**src/rtl/weight_ram_controller.sv**
```systemverilog
// Single-port weight RAM sequencer: forward-pass read bursts
// arbitrated against single-word weight writes.
module weight_ram_controller #(
  parameter int DATA_WIDTH                    = 32,
  parameter int LAYER_WIDTH                   = 2,
  parameter int ADDR_WIDTH                    = 11,
  parameter int NUMBER_OF_INPUT_NODE          = 2,
  parameter int NUMBER_OF_HIDDEN_NODE_LAYER_1 = 32,
  parameter int NUMBER_OF_HIDDEN_NODE_LAYER_2 = 32,
  parameter int NUMBER_OF_OUTPUT_NODE         = 3
) (
  input  logic                   clk,
  input  logic                   rst,
  input  logic                   i_rd_start,
  input  logic [LAYER_WIDTH-1:0] i_rd_layer,
  input  logic                   i_rd_ready,
  output logic                   o_rd_busy,
  output logic                   o_rd_done,
  output logic                   o_rd_err,
  input  logic                   i_wr_valid,
  input  logic [LAYER_WIDTH-1:0] i_wr_layer,
  input  logic [ADDR_WIDTH-1:0]  i_wr_addr,
  input  logic [DATA_WIDTH-1:0]  i_wr_data,
  output logic                   o_wr_ready,
  output logic                   o_wr_err,
  output logic                   o_ram_enable,
  output logic                   o_ram_rw_select,
  output logic [LAYER_WIDTH-1:0] o_ram_layer,
  output logic [ADDR_WIDTH-1:0]  o_ram_addr,
  output logic [DATA_WIDTH-1:0]  o_ram_data
);

  localparam int IN = NUMBER_OF_INPUT_NODE;
  localparam int H1 = NUMBER_OF_HIDDEN_NODE_LAYER_1;
  localparam int H2 = NUMBER_OF_HIDDEN_NODE_LAYER_2;
  localparam int OT = NUMBER_OF_OUTPUT_NODE;

  localparam int SW = ADDR_WIDTH + 1;

  localparam logic [SW-1:0] S1 = SW'(H1 * (IN + 1));
  localparam logic [SW-1:0] S2 = SW'(H2 * (H1 + 1));
  localparam logic [SW-1:0] S3 = SW'(OT * (H2 + 1));

  localparam logic [LAYER_WIDTH-1:0] L1 = LAYER_WIDTH'(1);
  localparam logic [LAYER_WIDTH-1:0] L2 = LAYER_WIDTH'(2);
  localparam logic [LAYER_WIDTH-1:0] L3 = LAYER_WIDTH'(3);
  localparam logic [LAYER_WIDTH-1:0] L0 = '0;

  localparam logic [1:0] ST_IDLE  = 2'd0;
  localparam logic [1:0] ST_BURST = 2'd1;
  localparam logic [1:0] ST_LAST  = 2'd2;

  logic [1:0]             state_q, state_d;
  logic [ADDR_WIDTH-1:0]  rd_cnt_q, rd_cnt_d;
  logic [LAYER_WIDTH-1:0] rd_layer_q, rd_layer_d;
  logic                   last_grant_q, last_grant_d;
  logic                   rd_done_q, rd_done_d;
  logic                   rd_err_q, rd_err_d;
  logic                   wr_err_q, wr_err_d;

  logic            rd_req, wr_req;
  logic            gnt_rd, gnt_wr;
  logic            rd_last, wr_bad;
  logic [SW-1:0]   rd_size, wr_size;

  // Words per layer; zero marks the invalid layer code
  function automatic logic [SW-1:0] layer_size(
    input logic [LAYER_WIDTH-1:0] l
  );
    logic [SW-1:0] s;
    s = '0;
    unique case (1'b1)
      (l == L1): s = S1;
      (l == L2): s = S2;
      (l == L3): s = S3;
      default:   s = '0;
    endcase
    return s;
  endfunction

  assign rd_size = layer_size(rd_layer_q);
  assign wr_size = layer_size(i_wr_layer);
  assign rd_last = ({1'b0, rd_cnt_q} == rd_size - SW'(1));
  assign wr_bad  = (wr_size == '0) ||
                   ({1'b0, i_wr_addr} >= wr_size);

  // Per-cycle arbitration; write wins ties unless it won the last one
  always_comb begin
    rd_req = (state_q == ST_BURST) && i_rd_ready && !rst;
    wr_req = i_wr_valid && !rst;
    gnt_wr = wr_req && (!rd_req || !last_grant_q);
    gnt_rd = rd_req && !gnt_wr;
  end

  // RAM port drive from the winning requester
  always_comb begin
    o_wr_ready      = gnt_wr;
    o_ram_enable    = gnt_rd || (gnt_wr && !wr_bad);
    o_ram_rw_select = !gnt_wr;
    o_ram_layer     = gnt_wr ? i_wr_layer : rd_layer_q;
    o_ram_addr      = gnt_wr ? i_wr_addr : rd_cnt_q;
    o_ram_data      = i_wr_data;
  end

  // Burst sequencing and pulse generation
  always_comb begin
    state_d      = state_q;
    rd_cnt_d     = rd_cnt_q;
    rd_layer_d   = rd_layer_q;
    last_grant_d = last_grant_q;
    rd_done_d    = 1'b0;
    rd_err_d     = 1'b0;
    wr_err_d     = gnt_wr && wr_bad;
    if (rd_req && wr_req)
      last_grant_d = gnt_wr;
    unique case (state_q)
      ST_IDLE: begin
        if (i_rd_start) begin
          if (i_rd_layer == L0) begin
            rd_err_d = 1'b1;
          end else begin
            rd_layer_d = i_rd_layer;
            rd_cnt_d   = '0;
            state_d    = ST_BURST;
          end
        end
      end
      ST_BURST: begin
        if (gnt_rd) begin
          rd_cnt_d = rd_cnt_q + 1'b1;
          if (rd_last) begin
            state_d   = ST_LAST;
            rd_done_d = 1'b1;
          end
        end
      end
      ST_LAST: state_d = ST_IDLE;
      default: state_d = ST_IDLE;
    endcase
  end

  // State registers with synchronous reset
  always_ff @(posedge clk) begin
    if (rst) begin
      state_q      <= ST_IDLE;
      rd_cnt_q     <= '0;
      rd_layer_q   <= '0;
      last_grant_q <= 1'b0;
      rd_done_q    <= 1'b0;
      rd_err_q     <= 1'b0;
      wr_err_q     <= 1'b0;
    end else begin
      state_q      <= state_d;
      rd_cnt_q     <= rd_cnt_d;
      rd_layer_q   <= rd_layer_d;
      last_grant_q <= last_grant_d;
      rd_done_q    <= rd_done_d;
      rd_err_q     <= rd_err_d;
      wr_err_q     <= wr_err_d;
    end
  end

  assign o_rd_busy = (state_q != ST_IDLE);
  assign o_rd_done = rd_done_q;
  assign o_rd_err  = rd_err_q;
  assign o_wr_err  = wr_err_q;

endmodule
```
**config.mk**
```make
export PLATFORM = sky130hd
export DESIGN_NAME = weight_ram_controller
export DESIGN_NICKNAME = d
export VERILOG_FILES = /design/src/rtl/weight_ram_controller.sv
export SDC_FILE = /design/constraint.sdc
export NUM_CORES = 1
export LEC_CHECK = 0
export BUFFER_PORTS_ARGS = -buffer_cell sky130_fd_sc_hd__buf_2
export CELL_PAD_IN_SITES_DETAIL_PLACEMENT = 0
export CELL_PAD_IN_SITES_GLOBAL_PLACEMENT = 1
export CORE_MARGIN = 2
export CORE_UTILIZATION = 31
export DETAILED_ROUTE_END_ITERATION = 6
export PLACE_DENSITY = 0.88
export SLEW_MARGIN = 30
export SYNTH_ARGS = -nofsm -noshare
export SYNTH_HDL_FRONTEND = slang
export SYNTH_SLANG_ARGS = --single-unit
```
**constraint.sdc**
```tcl
create_clock -name clk -period 4.8 [get_ports clk]
set_clock_uncertainty 0.05 [all_clocks]
set_input_delay 0.24 -clock clk [delete_from_list [all_inputs] [get_ports clk]]
set_output_delay 0.24 -clock clk [all_outputs]
set_load 0.01 [all_outputs]
```
==> results of run 1 <==
sequential cells by signal (all words and copies together) (netlist names):
register,flops
rd_layer_q,2
state_q,2
o_wr_err,1
last_grant_q,1
o_rd_done,1
rd_cnt_q,11
o_rd_err,1
worst paths after layout:
path	to	slack [ns]	depth (start not counted)
min	rd_layer_q[1]	0.21	3
min reg2reg	rd_cnt_q[9]	0.47	2
max reg2reg	rd_cnt_q[9]	2.57	4
max	o_ram_addr[4]	2.10	4
placed cells by master (no fill, tap or decap), drive strengths merged, types with 2 or more instances in the layout:
cell    count
nand4       4
nand2      15
o311ai      2
dfxtp      19
nand3      11
nor2b       3
xor2        3
nor3        6
buf        39
a31oi       3
nand4b      2
nor2        9
inv         9
o31ai       2
ha          9
nand2b      2
and4        3
o211ai      2
a211oi      2
nor3b       2
o21ai       6
mux2       11
or2         2
a21oi       8
nand3b      2
or4         3
clkbuf      3
area by class of cell:
type / count / area (sq um) / area share [%]
sequential: 19 / 380.4 / 23.10
clock inverter: 1 / 5.005 / 0.3040
multi-input combinational: 128 / 903.4 / 54.86
timing repair buffer: 39 / 195.2 / 11.85
tap: 70 / 87.58 / 5.319
clock buffer: 3 / 41.29 / 2.508
inverter: 9 / 33.78 / 2.052
power by group:
| group | internal, W | switching (W) |
|---|---|---|
| combinational | 0.0000326 | 0.0000396 |
| clock | 0.0000579 | 0.0000589 |
| sequential | 0.000161 | 0.00000521 |
| total | 0.000251 | 0.000104 |
worst max-delay path, cell delays in order (launching register included):
cell,delay (ns)
dfxtp_1,0.63
nand3b_1,0.23
o211ai_2,0.71
mux2_2,0.42
buf_2,0.14
logic make-up (layout without fill, tap and decap cells):
group / after synthesis / count (layout) / synth area share (%)
simple gates: 69 / 69 / 24.15
fa+ha+maj: 9 / 9 / 7.104
mux: 12 / 12 / 8.445
buf+inv: 48 / 52 / 19.02
compound gates: 34 / 34 / 15.08
xor+xnor: 4 / 4 / 2.210
flops: 19 / 19 / 23.99
per-stage QoR:
stage	hold slack (ns)	setup slack [ns]	util [%]
after floorplan	0.3486	2.825	-
after global placement	0.4301	2.484	31.94
after detailed placement	0.4301	2.428	31.94
after CTS	0.2016	2.120	32.87
after global routing	0.2234	1.966	32.87
final	0.2062	2.104	32.87
synthesized netlist by cell type, drive strengths merged (2+ instances only):
cell,instances
or4,3
o211ai,2
a211oi,2
o311ai,2
mux2,11
nor2b,3
and4,3
ha,9
nand4b,2
a31oi,3
inv,9
nor2,9
nand2b,2
nand4,4
buf,33
nand3,11
xor2,3
or2,2
nor3,6
o21ai,6
o31ai,2
a21oi,8
clkbuf,6
dfxtp,19
nand2,15
nand3b,2
nor3b,2
metal layers:
layer	track usage (%)	vias up
li1	-	686
met1	18.35	616
met2	19.52	42
met3	2.513	17
met4	6.823	0
met5	0	-
==> metrics.yaml, run 1 <==
status: "finished, final reports clean"
placed_area_sq_um: 1600
fin_tns_setup_ns: 0
drt-initial-drc-count: 59
clockBufferDepth: 2
wl_met3_microns: 224
ys_seq_elements: 19
ant_nets: 0
worstSetupEndpointType: "primary output"
cap_viol_max_count: 0
p_total_w: 0.0003549
cts_made_buffers: 3
synthesis.instances: 195
placed_cells: 265
fmax_mhz: 370.9
cts_resized: 0
relSlewSlack_pct: 44.09
p_per_area_nw_per_um2: 215.5
place.port_buffers: 39
postCtsHoldBufs: 0
wl_microns: 3674
gr-total-overflow: 0
grt_pass1_wl_microns: 5802
hold_path.startpoint: "i_rd_layer[1]"
core_sq_um: 5010
synth-warning-count: 0
hp-class: "in -> reg"
async_flop_share_pct: 0
dr.pass1.iters: 4
setup_viol: 0
rsz0062_at_grt: "false"
worstPathMaxFanout: 19
ios: 104
dieArea_sq_um: 5702
area_delta_synth_final_pct: 3.867
row_count: 26
arrival_ns: 2.41
initial_utilization_pct: 31.64
syn_avg_cell_area_sq_um: 8.130
cts_root_buffer: "clkbuf_8"
dp_hpwl_microns: 2826
final_cell_area_sq_um: 1647
synth.cell_area_sq_um: 1585
clkTransAtPathRegs_ns: 0.08
critPathKind: "reg -> out"
top_layer_used: "met4"
vias: 1361
synth_edf_count: 0
insertion_delay_ns: 0.26
gp_congestion: 0.7393
wl_met1_microns: 1731
cts_tree: "yes"
ys_top_cells_by_area: "dfxtp_1 (24%), buf_4 (15%), mux2_2 (7.8%), ha_1 (7.1%), nand2_1 (3.6%)"
htree_num_levels: 1
via_per_inst: 5.059
fp.dieW_microns: 75.51
finalNonFillerCells: 269
dr_wl_met2_microns: 1581
cts.sinks: 19
drv_slew: 0
synth-seq-area-share_pct: 23.99
critPathRequiredTime_ns: 4.51
antennaDiodeCount: 0
wire_per_inst_microns: 13.66
grt_max_degree: 20
synth_top_cell_area_share_pct: 23.99
die_y_microns: 75.51
post-route-drc-count: 0
rr_startpoint: "state_q[0]"
fill_cells: 548
ys_types: 45
synth_ff_type: "dfxtp_1"
startpoint: "state_q[0]"
synth_top_area_cell: "dfxtp_1"
grt_pass1_vias: 1203
final_nets: 261
antenna_found_initial: 0
ir_drop_mv: 0.08223
syn_nets: 256
power_leakage_nw: 0.7080
drive_gt1_share_pct: 29.15
fin_crit_sh_pct: 56.16
grt.total_usage_pct: 13.25
postCtsSetupBuffers: 0
period_minus_slack_ns: 2.696
cp-start-kind: "register"
tightestPinTransition_ns: 0.8362
hold_viol: 0
No activity file was read; power rests on OpenSTA's default activity.
==> inputs of run 2 (changes only) <==
- CORE_UTILIZATION: 31 -> 29
- PLACE_DENSITY: 0.88 -> 0.83
- clock period: 4.8 -> 2.6 ns (I/O delays scaled with it)
==> run 2 against run 1 <==
Power grew 85%. Via count grew 1.1%. Setup slack lost 1.8 ns. Count of clock-buffer cells in the layout grew 1. Cell count grew 0.37%. Critical path depth grew 2.
==> metrics.yaml, run 2 (same netlist as run 1, synthesis figures left out) <==
hold_path.startpoint: "i_rd_layer[0]"
critPathKind: "reg -> out"
hold_viol: 0  # unchanged
period_minus_slack_ns: 2.247
reg_top3: "rd_cnt_q (11), rd_layer_q (2), state_q (2)"
tightestPinTransition_ns: 0.7238  # -0.1124 ns
dr.pass1.iters: 4  # unchanged
cts_resized: 0  # unchanged
row_count: 26  # unchanged
grt_max_degree: 20  # unchanged
worst-path-buf-inv: 2  # +1
top_register: "rd_cnt_q"
p_total_w: 0.0006566  # +85%
worstSetupEndpointType: "primary output"
gp_congestion: 0.8220  # +11%
rsz0062_at_grt: "false"
ir_drop_mv: 0.1423  # +73%
rr_startpoint: "state_q[0]"
clkTransAtPathRegs_ns: 0.07  # about the same
critPathRequiredTime_ns: 2.42  # -2.09 ns
setup_viol: 0  # unchanged
drt-initial-drc-count: 45  # -24%
cts_made_buffers: 3  # unchanged
dieArea_sq_um: 6074  # +6.5%
wire_per_inst_microns: 13.61  # -0.37%
insertion_delay_ns: 0.26  # about the same
initial_utilization_pct: 30.46  # -1.2 points
place.port_buffers: 39  # unchanged
core_sq_um: 5205  # +3.9%
power_leakage_nw: 0.7097  # +0.25%
antennaDiodeCount: 0  # unchanged
cts.sinks: 19  # unchanged
worstRegToRegCells: 4  # unchanged
dp_hpwl_microns: 2873  # +1.7%
finalNonFillerCells: 270  # +0.37%
ant_nets: 0  # unchanged
final_nets: 262  # +0.38%
arrival_ns: 2.07  # -0.34 ns
antenna_found_initial: 0  # unchanged
hp-class: "in -> reg"
fmax_mhz: 445.0
htree_num_levels: 1  # unchanged
fin_tns_setup_ns: 0  # unchanged
fill_cells: 595  # +8.6%
die_y_microns: 77.94  # +3.2%
ios: 104  # unchanged
postCtsSetupBuffers: 0  # unchanged
startpoint: "state_q[0]"
cap_viol_max_count: 0  # unchanged
grt.total_usage_pct: 12.43  # -0.82 points
postCtsHoldBufs: 0  # unchanged
reg2reg_slack_ns: 0.37  # -2.20 ns
fp.dieW_microns: 77.94  # +3.2%
cp-start-kind: "register"
cpMaxStageDelayCell: "dfxtp_1"
p_per_area_nw_per_um2: 397.2  # +84%
largest_reg_flops: 11  # unchanged
cp_top_family: "flip-flops"
relSlewSlack_pct: 51.60  # +7.5 points
status: "finished, final reports clean"
gr-total-overflow: 0  # unchanged
worstPathMaxFanout: 19  # unchanged
cts_root_buffer: "clkbuf_8"
layout_commonest_cell: "buf_2"
hold-worst-slack_ns: 0.1089  # -0.09738 ns
cp-endpoint: "o_ram_enable"
grt_pass1_vias: 1315  # +9.3%
clockBufferDepth: 2  # unchanged
timing.rr.end: "rd_cnt_q[10]"
post-route-drc-count: 0  # unchanged
grt_pass1_wl_microns: 6182  # +6.5%
max_stage_delay_ns: 0.63  # -0.08 ns
via_per_inst: 5.096  # +0.73%
drive_gt1_share_pct: 29.00  # -0.15 points
cts_tree: "yes"
cp_cell_sequence: "nand3b_1 > o211ai_2 > buf_4 > nor2_1 > a311oi_1 > buf_2"
final_cell_mix: "buf_2 (39), dfxtp_1 (19), nand2_1 (15)"
area_delta_synth_final_pct: 4.262
vias: 1376  # +1.1%
wl_microns: 3674  # unchanged
drv_slew: 0  # unchanged
placed_cells: 266  # +0.38%
fin_crit_sh_pct: 86.43
crit_cells: 6  # +2
==> run 2: cell types whose count changed in the layout (fill, tap and decap cells not counted), sizes merged <==
cell	delta
clkbuf	+1
clkinv	-1
buf	+1
==> run 2: worst min-delay path by stage <==
| stage | end | depth (start not counted) |
|---|---|---|
| final | o_rd_err | 3 |
| after global routing | o_rd_err | 3 |
| after CTS | o_rd_err | 3 |
| after detailed placement | o_ram_data[10] | 0 |
| after global placement | o_ram_data[10] | 0 |
| after floorplan | rd_layer_q[1] | 2 |
==> run 2: tightest hold or removal path: stages <==
cell and delay, ns:
buf_2 0.09, or2_2 0.11, nor3_1 0.04
==> run 2: where the power goes <==
part / switching (W) / total, W / internal, W
registers: 0.00000962 / 0.000306 / 0.000297
logic: 0.0000738 / 0.000135 / 0.0000611
clock network: 0.000106 / 0.000215 / 0.000109
total: 0.000190 / 0.000657 / 0.000467
==> run 2: layer usage <==
layer	track usage, %	routed length, microns	up-vias
met1	16.42	1672	622
met5	0	0	-
li1	-	-	690
met4	4.211	34	0
met2	20.60	1722	60
met3	1.860	245	4
==> run 2: area by class of cell <==
cell class	count	area, sq um	share of cell area [%]
multi-input cells	128	903.4	54.66
well taps	70	87.58	5.299
repair buffers	40	202.7	12.26
clock buffers	4	45.04	2.725
flip-flops and latches	19	380.4	23.01
inverters	9	33.78	2.044
==> run 2: stage by stage <==
step | setup WS [ns] | area (sq um) | utilization, %
2_1_floorplan | 0.7348 | 1585 | -
3_3_place_gp | 0.4430 | 1608 | 30.89
3_5_place_dp | 0.3736 | 1608 | 30.89
4_1_cts | 0.3460 | 1653 | 31.75
5_1_grt | 0.1743 | 1653 | 31.75
6_report | 0.3528 | 1653 | 31.75
==> inputs of run 3 (changes only) <==
- PLACE_DENSITY: 0.83 -> unset
- PLACE_DENSITY_LB_ADDON: unset -> 0.08
- RECOVER_POWER: unset -> 100
==> run 3 against run 2 <==
First-iteration DRC count is 27% higher. Flip-flop and latch count stayed put. Setup slack worse by 0.057 ns. Non-clock buffer count is 2 higher. Register-to-register slack hardly changed. Sequential share of layout area is 0.26 points higher. Critical path depth stayed put. Cell count is 0.74% higher. Combinational power hardly changed. Power is 0.88% higher. Clock power is 3% higher.
==> metrics.yaml, run 3 (same netlist as run 1, synthesis figures left out) <==
cpMaxStageDelayCell: "dfxtp_1"
grt.total_usage_pct: 15.36  # +2.9 points
via_per_inst: 5.162  # +1.3%
fin_crit_sh_pct: 88.62  # +2.2 points
final_nets: 264  # +0.76%
worstPathMaxFanout: 19  # unchanged
hold-worst-slack_ns: 0.09451  # -0.01434 ns
postCtsSetupBuffers: 0  # unchanged
power_leakage_nw: 0.6422  # -9.5%
drive_gt1_share_pct: 19.31  # -9.7 points
htree_num_levels: 1  # unchanged
p_total_w: 0.0006623  # +0.88%
cp_cell_sequence: "nand3b_1 > o211ai_1 > buf_4 > nor2_1 > a311oi_1 > clkbuf_1"
gp_congestion: 0.7644  # -7.0%
rr_startpoint: "state_q[0]"
fmax_mhz: 434.0  # -2.5%
dieArea_sq_um: 6074  # unchanged
row_count: 26  # unchanged
worstRegToRegCells: 4  # unchanged
final_cell_mix: "buf_2 (20), clkbuf_1 (20), dfxtp_1 (19)"
cts_root_buffer: "clkbuf_8"
cts.sinks: 19  # unchanged
grt_pass1_wl_microns: 7341  # +19%
timing.rr.end: "rd_cnt_q[9]"
hold_viol: 0  # unchanged
cp_top_family: "flip-flops"
period_minus_slack_ns: 2.304  # +0.05682 ns
cp-start-kind: "register"
ir_drop_mv: 0.1427  # +0.25%
cap_viol_max_count: 0  # unchanged
insertion_delay_ns: 0.26  # about the same
reg2reg_slack_ns: 0.37  # about the same
dp_hpwl_microns: 3565  # +24%
status: "finished, final reports clean"
wl_microns: 4564  # +24%
arrival_ns: 2.12  # +0.05 ns
max_stage_delay_ns: 0.62  # about the same
reg_top3: "rd_cnt_q (11), rd_layer_q (2), state_q (2)"
clkTransAtPathRegs_ns: 0.08  # about the same
ant_nets: 0  # unchanged
core_sq_um: 5205  # unchanged
die_y_microns: 77.94  # unchanged
startpoint: "state_q[0]"
vias: 1404  # +2.0%
clockBufferDepth: 2  # unchanged
fin_tns_setup_ns: 0  # unchanged
relSlewSlack_pct: 67.79  # +16 points
rsz0062_at_grt: "false"
cts_tree: "yes"
drt-initial-drc-count: 57  # +27%
post-route-drc-count: 0  # unchanged
area_delta_synth_final_pct: 3.078
p_per_area_nw_per_um2: 405.3  # +2.0%
grt_pass1_vias: 1432  # +8.9%
antennaDiodeCount: 0  # unchanged
ios: 104  # unchanged
gr-total-overflow: 0  # unchanged
worst_hold_path.num_cells: 3  # unchanged
largest_reg_flops: 11  # unchanged
drv_slew: 0  # unchanged
fin_ws_ns: 0.2959  # -0.05683 ns
dr.pass1.iters: 4  # unchanged
cts_resized: 0  # unchanged
initial_utilization_pct: 30.46  # unchanged
min_to: "rd_layer_q[1]"
worstSetupEndpointType: "primary output"
setup_viol: 0  # unchanged
cts_made_buffers: 3  # unchanged
fill_cells: 607  # +2.0%
place.port_buffers: 39  # unchanged
fp.dieW_microns: 77.94  # unchanged
top_register: "rd_cnt_q"
grt_max_degree: 20  # unchanged
tightestPinTransition_ns: 0.4825  # -0.2413 ns
hp-class: "in -> reg"
critPathRequiredTime_ns: 2.42  # about the same
dp_slack_ns: 0.3846  # +0.01105 ns
wire_per_inst_microns: 16.78  # +23%
critPathKind: "reg -> out"
antenna_found_initial: 0  # unchanged
hold_path.startpoint: "i_rd_layer[1]"
postCtsHoldBufs: 0  # unchanged
worst-path-buf-inv: 2  # unchanged
## run 3: area by class of cell
type	instances	area, sq um	area share [%]
tap	70	87.58	5.360
sequential	19	380.4	23.28
clock inverter	1	5.005	0.3063
inverter	9	33.78	2.067
timing repair buffer	42	190.2	11.64
clock buffer	3	41.29	2.527
multi-input combinational	128	895.9	54.82
## run 3: how the worst max path moves through the flow
stage                          endpoint  slack, ns  depth (start not counted)
after global placement      rd_cnt_q[9]       0.43                          4
after floorplan            o_ram_enable       0.73                          5
after detailed placement    rd_cnt_q[9]       0.38                          4
final                      o_ram_enable       0.30                          6
after CTS                 o_ram_addr[5]       0.30                          5
after global routing       o_ram_enable       0.08                          6
## run 3: routing by layer
metal | vias up | global-route usage [%] | share of wire, %
li1 | 692 | - | -
met1 | 647 | 19.15 | 44
met2 | 39 | 24.48 | 46
met3 | 26 | 3.605 | 6.3
met4 | 0 | 8.070 | 3.5
met5 | - | 0 | 0
## run 3: stage by stage
step                      std cells  instance area, sq um  util [%]
after floorplan                 195                  1585         -
after global placement          268                  1623     31.18
after detailed placement        268                  1623     31.18
after CTS                       272                  1669     32.07
after global routing            272                  1634     31.39
final                           272                  1634     31.39
## run 3: worst min-delay path: cells and delay by family
family	cells	cell delay, ns
buf+inv	1	0.11
simple gates	1	0.07
compound gates	1	0.06
## run 3: power breakdown
group	total, W	internal, W	leakage (nW)	switching, W
Combinational	0.000134	0.0000567	0.463	0.0000772
Sequential	0.000307	0.000297	0.154	0.00000997
Clock	0.000222	0.000107	0.0255	0.000115
Total	0.000662	0.000460	0.642	0.000202
